**src/rtl/qam_pkg.sv**
```systemverilog
// Shared widths, sample/product typedefs and helpers for the QAM upconverter.
// The quarter-wave sine values are built at elaboration time from integer arithmetic.
package qam_pkg;

  localparam int SAMPLE_W   = 16;
  localparam int PHASE_W    = 24;
  localparam int LUT_AW     = 10;
  localparam int AMP_W      = 12;
  localparam int FRAC_SHIFT = 11;
  localparam int PROD_W     = 28;
  localparam int SUM_W      = 29;

  typedef logic signed [SAMPLE_W-1:0] sample_t;
  typedef logic signed [AMP_W-1:0]    amp_t;
  typedef logic signed [PROD_W-1:0]   prod_t;
  typedef logic signed [SUM_W-1:0]    sum_t;

  // round(2047*sin(pi/2 * k/256)) using a Q30 Taylor series up to x^15
  function automatic logic [AMP_W-2:0] quarter_sin(input int k);
    longint x;
    longint x2;
    longint term;
    longint acc;
    x    = (64'sd1686629713 * longint'(k)) >>> 8;
    x2   = (x * x) >>> 30;
    term = x;
    acc  = x;
    for (int n = 1; n <= 7; n++) begin
      term = -((term * x2) >>> 30) / longint'((2 * n) * (2 * n + 1));
      acc  = acc + term;
    end
    return (AMP_W-1)'((64'sd2047 * acc + 64'sd536870912) >>> 30);
  endfunction

  function automatic sample_t sat16(input sum_t v);
    sample_t r;
    if (v > sum_t'(32767))       r = sample_t'(16'h7fff);
    else if (v < sum_t'(-32768)) r = sample_t'(16'h8000);
    else                         r = v[SAMPLE_W-1:0];
    return r;
  endfunction

endpackage

```
**src/rtl/qam_sincos_lut.sv**
```systemverilog
// Combinational sin/cos lookup for a 10-bit phase address, zero latency, no flow control.
// Stores one quarter wave and rebuilds the other three by mirroring and negation.
module qam_sincos_lut
  import qam_pkg::*;
(
  input  logic [LUT_AW-1:0] addr,
  output amp_t              sin_val,
  output amp_t              cos_val
);

  logic [AMP_W-2:0] qtab [256];
  logic [LUT_AW-1:0] cos_addr;

  for (genvar k = 0; k < 256; k++) begin : g_tab
    localparam logic [AMP_W-2:0] QV = quarter_sin(k);
    assign qtab[k] = QV;
  end

  // Second and fourth quadrants read the table backwards; their index 0 is the peak.
  function automatic amp_t fold(input logic [LUT_AW-1:0] p);
    logic [AMP_W-2:0] mag;
    if (p[8]) mag = (p[7:0] == 8'd0) ? {(AMP_W-1){1'b1}} : qtab[8'd0 - p[7:0]];
    else      mag = qtab[p[7:0]];
    return p[9] ? -amp_t'({1'b0, mag}) : amp_t'({1'b0, mag});
  endfunction

  assign cos_addr = addr + 10'd256;

  always_comb begin
    sin_val = fold(addr);
    cos_val = fold(cos_addr);
  end

endmodule

```
**src/rtl/qam_upconverter.sv**
```systemverilog
// NCO-driven I/Q to real IF mixer; 3-cycle latency, no backpressure (every valid sample taken).
// Optional PHASE_DITHER_EN adds LFSR dither to the LUT address without touching the accumulator.
module qam_upconverter
  import qam_pkg::*;
(
  input  logic                       CLK,
  input  logic                       RST,
  input  logic signed [SAMPLE_W-1:0] i_in,
  input  logic signed [SAMPLE_W-1:0] q_in,
  input  logic                       in_valid,
  input  logic        [PHASE_W-1:0]  phase_inc,
  output logic signed [SAMPLE_W-1:0] if_out,
  output logic                       out_valid
);

  logic [PHASE_W-1:0] acc;
  logic [LUT_AW-1:0]  lut_addr;
  amp_t               sin_c;
  amp_t               cos_c;
  sample_t            s1_i;
  sample_t            s1_q;
  amp_t               s1_cos;
  amp_t               s1_sin;
  logic               s1_vld;
  prod_t              s2_ic;
  prod_t              s2_qs;
  logic               s2_vld;
  sum_t               rnd_sum;

`ifdef PHASE_DITHER_EN
  localparam logic [15:0] LFSR_SEED = 16'hACE1;
  logic [15:0] lfsr;

  always_ff @(posedge CLK) begin
    if (RST)           lfsr <= LFSR_SEED;
    else if (in_valid) lfsr <= {lfsr[0] ^ lfsr[2] ^ lfsr[3] ^ lfsr[5], lfsr[15:1]};
  end

  assign lut_addr = LUT_AW'((acc + {10'd0, lfsr[13:0]}) >> (PHASE_W - LUT_AW));
`else
  assign lut_addr = acc[PHASE_W-1 -: LUT_AW];
`endif

  qam_sincos_lut u_lut (
    .addr    (lut_addr),
    .sin_val (sin_c),
    .cos_val (cos_c)
  );

  assign rnd_sum = (sum_t'(s2_ic) - sum_t'(s2_qs) + sum_t'(1024)) >>> FRAC_SHIFT;

  // Data registers only load on valid so if_out holds between samples.
  always_ff @(posedge CLK) begin
    if (RST) begin
      acc       <= '0;
      s1_i      <= '0;
      s1_q      <= '0;
      s1_cos    <= '0;
      s1_sin    <= '0;
      s1_vld    <= 1'b0;
      s2_ic     <= '0;
      s2_qs     <= '0;
      s2_vld    <= 1'b0;
      if_out    <= '0;
      out_valid <= 1'b0;
    end else begin
      s1_vld    <= in_valid;
      s2_vld    <= s1_vld;
      out_valid <= s2_vld;
      if (in_valid) begin
        acc    <= acc + phase_inc;
        s1_i   <= i_in;
        s1_q   <= q_in;
        s1_cos <= cos_c;
        s1_sin <= sin_c;
      end
      if (s1_vld) begin
        s2_ic <= prod_t'(s1_i) * prod_t'(s1_cos);
        s2_qs <= prod_t'(s1_q) * prod_t'(s1_sin);
      end
      if (s2_vld) if_out <= sat16(rnd_sum);
    end
  end

endmodule

```
**config.mk**
```make
export PLATFORM = sky130hd
export DESIGN_NAME = qam_upconverter
export DESIGN_NICKNAME = d
export VERILOG_FILES = /design/src/rtl/qam_pkg.sv /design/src/rtl/qam_sincos_lut.sv /design/src/rtl/qam_upconverter.sv
export SDC_FILE = /design/constraint.sdc
export NUM_CORES = 2
export LEC_CHECK = 0
export BUFFER_PORTS_ARGS = -buffer_cell sky130_fd_sc_hd__buf_2
export CORE_ASPECT_RATIO = 0.5
export CORE_MARGIN = 8
export CORE_UTILIZATION = 23
export DETAILED_ROUTE_END_ITERATION = 10
export PLACE_DENSITY_LB_ADDON = 0.25
export SLEW_MARGIN = 20
export SYNTH_ARGS = -nofsm -noshare
export SYNTH_HDL_FRONTEND = slang
export SYNTH_SLANG_ARGS = --single-unit
```
**constraint.sdc**
```tcl
create_clock -name CLK -period 7.21 [get_ports CLK]
set_clock_uncertainty 0.05 [all_clocks]
set_input_delay 1.0815 -clock CLK [delete_from_list [all_inputs] [get_ports CLK]]
set_output_delay 1.0815 -clock CLK [all_outputs]
set_load 0.005 [all_outputs]
```
==> qor.txt <==
largest net degree at the start of global routing: 85
first-pass GRT wire length: 151000 um
WHS: 408 ps
# DRC: 0
synth unique cells: 106
Syn. warnings: 0
Slew @ Worst Pin: 990 ps
status: finished, final reports clean
reg-to-reg slack, setup: 770 ps
Setup CP Type: reg -> reg
crit path launch: s1_sin[6]
drt pass-1 iters: 7
# Post-CTS Setup Buffers: 0
fin crit share: 89.3%
CTS resizes: 0
die area: 137000 um^2
Row Count: 91
Clock Sink Count: 155
CP Buf/Inv Count: 3
slowest CP cell: dfxtp_1
crit path capture type: register
Final Instance Count excl. Fillers: 5144
Net Sw Frac: 56.6%
Seq/Total Area, Yosys: 10.8%
Startpoint Class: register
Hold Path Stages: 2
commonest cells after routing, fill and taps aside: 487 x inv_1, 396 x nand2_1, 359 x fa_1, 264 x nor2_1, 228 x ha_1
cell depth of the worst setup path: 20
IO Port Bufs: 75
reg2reg start: s1_sin[6]
Area contributors post-synth: fa_1 25%, dfxtp_1 11%, ha_1 10%
Mapped Area: 28700 um^2
EDFF count, synth: 0
Util after Layout: 25.3%
Max Cap Viol: 0
via count: 24862
minimum clock period: 6440 ps
Hold/Removal Path Class: reg -> reg
layout cells sized above 1: 7.38%
ANT nets after route: 0
drt wl/cell: 18.4 um
multi-input logic area: 22700 um^2
Slew HR: 33.1%
placed cells: 5112
htree depth: 4
Vias per Instance: 4.83
R2R depth: 20
Final HPWL DP: 72900 um
Post-CTS Hold Buffers: 0
Fin. Hold Viols: 0
clock buffer depth: 2
Clock power frac: 9.7%
fraction of registers with async set/reset: 0%
Worst-Skew Late Latency: 500 ps
Layout Nets: 4104
commonest non-fill, non-tap cell in the layout: inv_1
CP Cell Sequence: nand2_1 > fa_1 > fa_1 > inv_1 > fa_1 > fa_1 > inv_1 > fa_1 > inv_1 > ha_1 > and4_1 > a21oi_1 > o311ai_0 > a41oi_1 > o21bai_1 > a2111oi_0 > nor3_1 > xor2_1 > mux2i_1 > nor2_1
gr usage total: 13.7%
CTS Root Cell: clkbuf_16
Worst Path Arrival: 6740 ps
max-slew violation count: 0
Syn Inst Count: 3528
cell taking the most area after synthesis: fa_1
Die Y: 266 um
worst path required time: 7510 ps
CTS Buf Count: 17
final setup TNS: 0 ps
Critical Path Fanout Max: 17
Design Area, Final: 31300 um^2
Reg clk slew, reported paths: 80 ps
final wirelength: 94600 um
Final GP Congestion: 0.893
ys flop type: dfxtp_1
Avg Cell Area, Syn: 8.14 um^2
combinational share of power: 77.0%
Die X: 516 um
global route total overflow: 0
Fmax achieved: 155 MHz
Final setup viols: 0
RSZ-0062 raised after global routing: no
worst IR drop on VDD: 0.170 mV
CTS tree: yes
Psw: 5.55 mW
pwr dens: 314 nW/um^2
Core Area: 124000 um^2
Pint: 4.26 mW
post-synth top area share: 25.0%
CP Capture Point: s2_qs[20]
Diodes inserted: 0
Reg2Reg Capture Point: s2_qs[20]
Max stage delay on crit path: 880 ps
Initial DRC Count: 2090
crit-path leading delay family: adder cells
# IOs: 76
fillcell total: 13530
Initial Utilization: 23.2%
number of global-route vias before repair: 25714
synthesized net count: 4175
Static Leak: 13.9 nW
post-placement cell area: 30700 um^2
register area: 3110 um^2
most used cell, CP: fa_1
synthesis-stage register bit count: 155
Sequential Power Share: 13.3%
initial antenna violation count: 2
Area Growth Syn to Fin: 8.94%
[cell families after synthesis]
| kind of cell | share of synthesized area [%] |
|---|---|
| xor+xnor | 3.29 |
| mux | 3.90 |
| simple gates | 19.1 |
| compound gates | 17.7 |
| flops | 10.8 |
| fa+ha+maj | 35.1 |
| buf+inv | 10.1 |
[registers in the layout, summed over array words and instances, names as in the netlist]
signal and cells:
s1_sin 12, s1_cos 12, acc 24, out_valid 1, s2_ic 28, s2_qs 28
s1_i 16, if_out 16, s1_vld 1, s1_q 16, s2_vld 1
[metal layers]
layer | GRT usage (%) | vias to the layer above | part of all wire, %
met2 | 22.9 | 687 | 47
met1 | 18.6 | 12368 | 46
met4 | 3.88 | 2 | 2.2
met5 | 0 | - | 0.014
met3 | 1.69 | 130 | 4.8
li1 | - | 11675 | -
[worst min-delay path, stage by stage, from the launching register on]
cell and delay [ps]:
dfxtp_1 310, nand2_1 50, a21oi_1 50
[final cells by class]
| cell class | count | area share, % |
|---|---|---|
| sequential | 155 | 9.95 |
| clock inverter | 14 | 0.480 |
| clock buffer | 18 | 1.37 |
| multi-input combinational | 2645 | 72.6 |
| tap | 1674 | 6.70 |
| timing repair buffer | 146 | 3.01 |
| inverter | 492 | 5.92 |
[how the worst min path moves through the flow]
| stage | from | to | slack, ps |
|---|---|---|---|
| after global routing | s2_ic[0] | s2_ic[0] | 420 |
| after detailed placement | s2_ic[0] | s2_ic[0] | 400 |
| after floorplan | s2_ic[0] | s2_ic[0] | 390 |
| final | s2_ic[0] | s2_ic[0] | 410 |
| after CTS | s2_ic[0] | s2_ic[0] | 410 |
| after global placement | s2_ic[0] | s2_ic[0] | 400 |
[per-stage QoR]
stage	power, mW	setup slack, ps
finish	9.81	774
global route	10.7	439
CTS	9.89	735
detailed placement	8.87	770
global placement	8.85	769
floorplan	6.56	1230
[cells in the mapped netlist (10+ instances only)]
library cell and instances:
a211o_1 19, a211oi_1 63, a21o_1 36, a21oi_1 148, a221oi_1 13, a311oi_1 22
a31oi_1 36, and2_1 139, and3_1 18, buf_1 15, buf_2 53, buf_4 15
clkbuf_1 146, dfxtp_1 155, fa_1 359, ha_1 229, inv_1 487, mux2i_1 96
nand2_1 396, nand2b_1 58, nand3_1 44, nand3b_1 12, nand4_1 19, nor2_1 264
nor2b_1 38, nor3_1 64, nor3b_1 10, o211ai_1 33, o21a_1 20, o21ai_0 101
o21bai_1 12, o221ai_1 11, o22ai_1 18, o311ai_0 15, o31ai_1 20, or2_2 14
or3_1 16, xnor2_1 69, xor2_1 30
[power groups by stage]
| stage | Clock (mW) | Sequential (mW) | Combinational (mW) |
|---|---|---|---|
| after floorplan | 0 | 1.11 | 5.45 |
| after global placement | 0 | 1.32 | 7.53 |
| after detailed placement | 0 | 1.32 | 7.55 |
| after CTS | 0.998 | 1.30 | 7.59 |
| after global routing | 1.02 | 1.33 | 8.39 |
| final | 0.953 | 1.30 | 7.56 |
Note: power is estimated with default switching activity, not from simulation.
